### config.mk
export PLATFORM = sky130hd
export DESIGN_NAME = step_sequencer
export DESIGN_NICKNAME = d
export VERILOG_FILES = /design/src/rtl/step_sequencer.sv
export SDC_FILE = /design/constraint.sdc
export NUM_CORES = 1
export LEC_CHECK = 0
export ABC_AREA = 1
export BUFFER_PORTS_ARGS = -buffer_cell sky130_fd_sc_hd__buf_2
export CAP_MARGIN = 20
export CORE_MARGIN = 5
export CORE_UTILIZATION = 55
export DETAILED_ROUTE_END_ITERATION = 10
export PLACE_DENSITY_LB_ADDON = 0.05
export SYNTH_ARGS = -nofsm -noshare
export SYNTH_HDL_FRONTEND = slang
export SYNTH_SLANG_ARGS = --single-unit
### constraint.sdc
create_clock -name clk -period 2.9 [get_ports clk]
set_input_delay 0.58 -clock clk [delete_from_list [all_inputs] [get_ports clk]]
set_output_delay 0.58 -clock clk [all_outputs]
set_load 0.01 [all_outputs]
### src/rtl/step_sequencer.sv
// Phase/step timing generator: 4 phases of DIV clocks per step, one-hot step ring, run/halt/single control.
// Outputs decode registered state directly; halt/run take effect only at step boundaries.
module step_sequencer #(
   parameter int NUM_STEPS = 7,
   parameter int DIV       = 1,
   parameter int CNT_W     = 16
) (
   input  logic                 clk,
   input  logic                 rst,
   input  logic                 run,
   input  logic                 halt,
   input  logic                 single,
   input  logic                 clr_step,
   output logic                 clk_en,
   output logic                 clk_set,
   output logic [NUM_STEPS-1:0] step,
   output logic                 halted,
   output logic [CNT_W-1:0]     instr_count
);

   localparam logic [1:0] S_HALTED = 2'd0;
   localparam logic [1:0] S_RUN    = 2'd1;
   localparam logic [1:0] S_SINGLE = 2'd2;

   localparam int PW = (DIV > 1) ? $clog2(DIV) : 1;
   localparam logic [PW-1:0]        PRE_MAX    = PW'(DIV - 1);
   localparam logic [NUM_STEPS-1:0] FIRST_STEP = NUM_STEPS'(1);
   localparam logic [NUM_STEPS-1:0] RST_STEP   = {1'b1, {(NUM_STEPS-1){1'b0}}};

   logic [1:0]    state;
   logic [1:0]    ph;
   logic [PW-1:0] presc;
   logic          tick;
   logic          boundary;
   logic          live;

   assign tick     = (state != S_HALTED) && (presc == PRE_MAX);
   assign boundary = tick && (ph == 2'd3);

   // The reset step is a quiet slot: no strobes while it is active.
   assign live    = (state != S_HALTED) && !step[NUM_STEPS-1];
   assign clk_en  = live && (ph != 2'd0);
   assign clk_set = live && (ph == 2'd2);
   assign halted  = (state == S_HALTED);

   always_ff @(posedge clk) begin
      if (!rst) begin
         state       <= S_HALTED;
         ph          <= 2'd0;
         presc       <= '0;
         step        <= FIRST_STEP;
         instr_count <= '0;
      end else if (state == S_HALTED) begin
         ph    <= 2'd0;
         presc <= '0;
         if (!halt && run) begin
            state <= S_RUN;
         end else if (single) begin
            state <= S_SINGLE;
         end
      end else begin
         if (tick) begin
            presc <= '0;
            ph    <= ph + 2'd1;
         end else begin
            presc <= presc + PW'(1);
         end
         if (boundary) begin
            if (step[NUM_STEPS-1]) begin
               step        <= FIRST_STEP;
               instr_count <= instr_count + CNT_W'(1);
            end else if (clr_step) begin
               step <= RST_STEP;
            end else begin
               step <= {step[NUM_STEPS-2:0], step[NUM_STEPS-1]};
            end
            if ((state != S_RUN) || halt || !run) begin
               state <= S_HALTED;
            end
         end
      end
   end

endmodule
==> results.toml <==
[timing]
fin_crit_ns = 1.858
skew_ns = 0.005093
hold_violations = 0
setup_slack_ns = 1.042
report.final.slew_viol_count = 0
fin_crit_sh_pct = 64.08
setup_tns_ns = 0
final-setup-viol-count = 0
rsz0062_at_grt = "no"
fmax_mhz = 538.2

[cts]
clk_latency_ns = 0.31
h-tree-depth = 1
post_cts_buffers = 0
post_cts_resized = 0
clkSinkCount = 28
cts_tree = "done"
root_buffer = "clkbuf_4"
cts_buffer_depth = 2
clk_pin_slew_worst_paths_ns = 0.13
hold_buffers = 0
cts_inserted_buffers = 3

[global_route]
grt_util_all_layers_pct = 16.76
antenna_found_initial = 0
grt_first_pass_wirelength_um = 4692
grt_max_degree = 18
grt_pass1_vias = 1161
grt.overflow.total = 0

[power]
p_per_area_nw_per_um2 = 373.5
leakage_nw = 0.7114
ir_drop_uv = 275.6

[floorplan]
ioPinCount = 32
dieHeight_um = 60.25
chipWidth_um = 60.25
core_um2 = 2455
start_util_pct = 56.57
dieArea_um2 = 3630
rows = 18

[drt]
via_per_inst = 5.004
met2_wirelength_um = 1338
maxUsedRoutingLayer = "met4"
drt-wirelength-per-cell_um = 10.71
wl_met1_um = 1273
via_count = 1281
wl_met3_um = 113
drc_errors = 0
drtIter0Drc = 65
ant_nets = 0
firstDrtPassIters = 4
wirelength_um = 2741

[synthesis]
ys_top_cells_by_area = "dfxtp_1, nand2_1, nor2_1, a21oi_1, nand4_1"
synthMostInstantiatedCell = "nand2_1"
synth_common_cells = "nand2_1, nor2_1, dfxtp_1, a21oi_1, inv_1"
synth_top_area_share_pct = 40.36
ys.flop_type = "dfxtp_1"
ys_async_sr_fraction_pct = 0
synthCells = 196
yosys_warnings = 0
synth.avg_cell_area_um2 = 7.086
synth_seq_cells = 28
synth_area_um2 = 1389
yosys.area.top_type = "dfxtp_1"
synth-edff-count = 0
synth_seq_area_share_pct = 40.36
synth_fp_nets = 206
ys_types = 24

[worst_setup_path]
crit_slowest_cell = "dfxtp_1"
endpoint_kind = "output port"
worstPathArrival_ns = 1.28
r2r_setup_slack_ns = 1.24
rr_endpoint = "instr_count[9]"
crit_buf_inv = 2
crit_fanout = 3
startpoint = "ph[0]"
reg2reg_from = "ph[1]"
rr_worst_depth = 6
max_stage_delay_ns = 0.39
crit_type = "reg2out"
cp_top_family = "flip-flops"
cp_cell_sequence = "inv_1, ha_1, nor3_1, buf_2"
crit_required_ns = 2.32
crit_path_start_kind = "flop"

[status]
status = "finished clean"

[place]
hpwl_um = 2094
pre_cts_ws_ns = 1.252
io_buffers = 31
gp_congestion = 0.8641

[worst_hold_path]
hold_end = "ph[0]"
hold_depth = 2
hold_start = "ph[0]"
min_path_type = "reg2reg"

[layout]
diodes = 0
fillers = 234
syn2layout_area_growth_pct = 13.78
layout.nets = 238
final_layout_size_suffix_gt1_share_pct = 21.24

[flow_run]
max_cap_viol_count = 0
## layout make-up
cell class | instances | area (um^2) | share of cell area [%]
clock buffers | 3 | 22.52 | 1.425
inverters | 19 | 71.32 | 4.513
multi-input cells | 145 | 733.2 | 46.40
flip-flops and latches | 28 | 560.5 | 35.47
well taps | 30 | 37.54 | 2.375
repair buffers | 31 | 155.1 | 9.818
## power breakdown
part / total (mW) / switching, mW / internal (mW)
combinational: 0.0482 / 0.0320 / 0.0162
clock: 0.149 / 0.100 / 0.0485
sequential: 0.393 / 0.00461 / 0.389
total: 0.590 / 0.137 / 0.453
## layer usage
layer,vias to the layer above,global-route usage (%)
li1,692,-
met2,20,29.01
met1,567,20.50
met3,2,2.592
met4,0,6.646
met5,-,0
## layout by cell type (no fill, tap or decap)
cell | netlist | routed
a21oi_1 | 20 | 20
buf_2 | 1 | 31
clkbuf_4 | 0 | 3
clkinv_1 | 1 | 1
conb_1 | 1 | 1
dfxtp_1 | 28 | 28
ha_1 | 4 | 4
inv_1 | 14 | 14
inv_2 | 4 | 4
nand2_1 | 46 | 46
nand2_2 | 1 | 1
nand2_4 | 1 | 1
nand3_1 | 11 | 11
nand4_1 | 9 | 9
nand4_4 | 1 | 1
nor2_1 | 34 | 34
nor2_2 | 3 | 3
nor2_4 | 3 | 3
nor2_8 | 1 | 1
nor3_1 | 5 | 5
nor3b_1 | 1 | 1
o21ai_0 | 3 | 3
xor2_1 | 1 | 1
## worst min-delay path, stage by stage (launching register included)
cell and delay, ns:
dfxtp_1 0.35, nand2_1 0.06, a21oi_1 0.05
## worst max path at each step
stage / end / cells after the start / slack [ns]
4_1_cts: clk_en / 4 / 1.02
5_1_grt: clk_set / 4 / 0.95
6_report: clk_en / 4 / 1.04
3_5_place_dp: instr_count[9] / 6 / 1.25
2_1_floorplan: clk_en / 3 / 1.45
3_3_place_gp: instr_count[9] / 6 / 1.30
## kinds of logic (layout without fill, tap and decap cells)
kind of cell | count (synthesis) | in the layout | synth area share, %
adders and majority gates | 4 | 4 | 3.604
and+or+nand+nor | 116 | 116 | 40.00
AOI/OAI and AO/OA | 23 | 23 | 8.288
DFF | 28 | 28 | 40.36
other | 1 | 1 | 0.2700
buffers and inverters | 23 | 53 | 6.846
xor gates and xnor gates | 1 | 1 | 0.6307
## flip-flops by register name, indices dropped and copies added, names as in the netlist
signal and count:
instr_count 16, step 7, ph 2, state 2, presc 1
## stage by stage
step / util (%) / hold WS [ns] / power, mW / cells / area [um^2]
floorplan: - / 0.4462 / 0.4370 / 196 / 1389
global placement: 63.46 / 0.4622 / 0.4478 / 253 / 1558
detailed placement: 63.46 / 0.4699 / 0.4500 / 253 / 1558
CTS: 64.37 / 0.4884 / 0.6003 / 256 / 1580
global route: 64.37 / 0.5076 / 0.6235 / 256 / 1580
finish: 64.37 / 0.4865 / 0.5903 / 256 / 1580
Power figures use the tool's default switching activity.
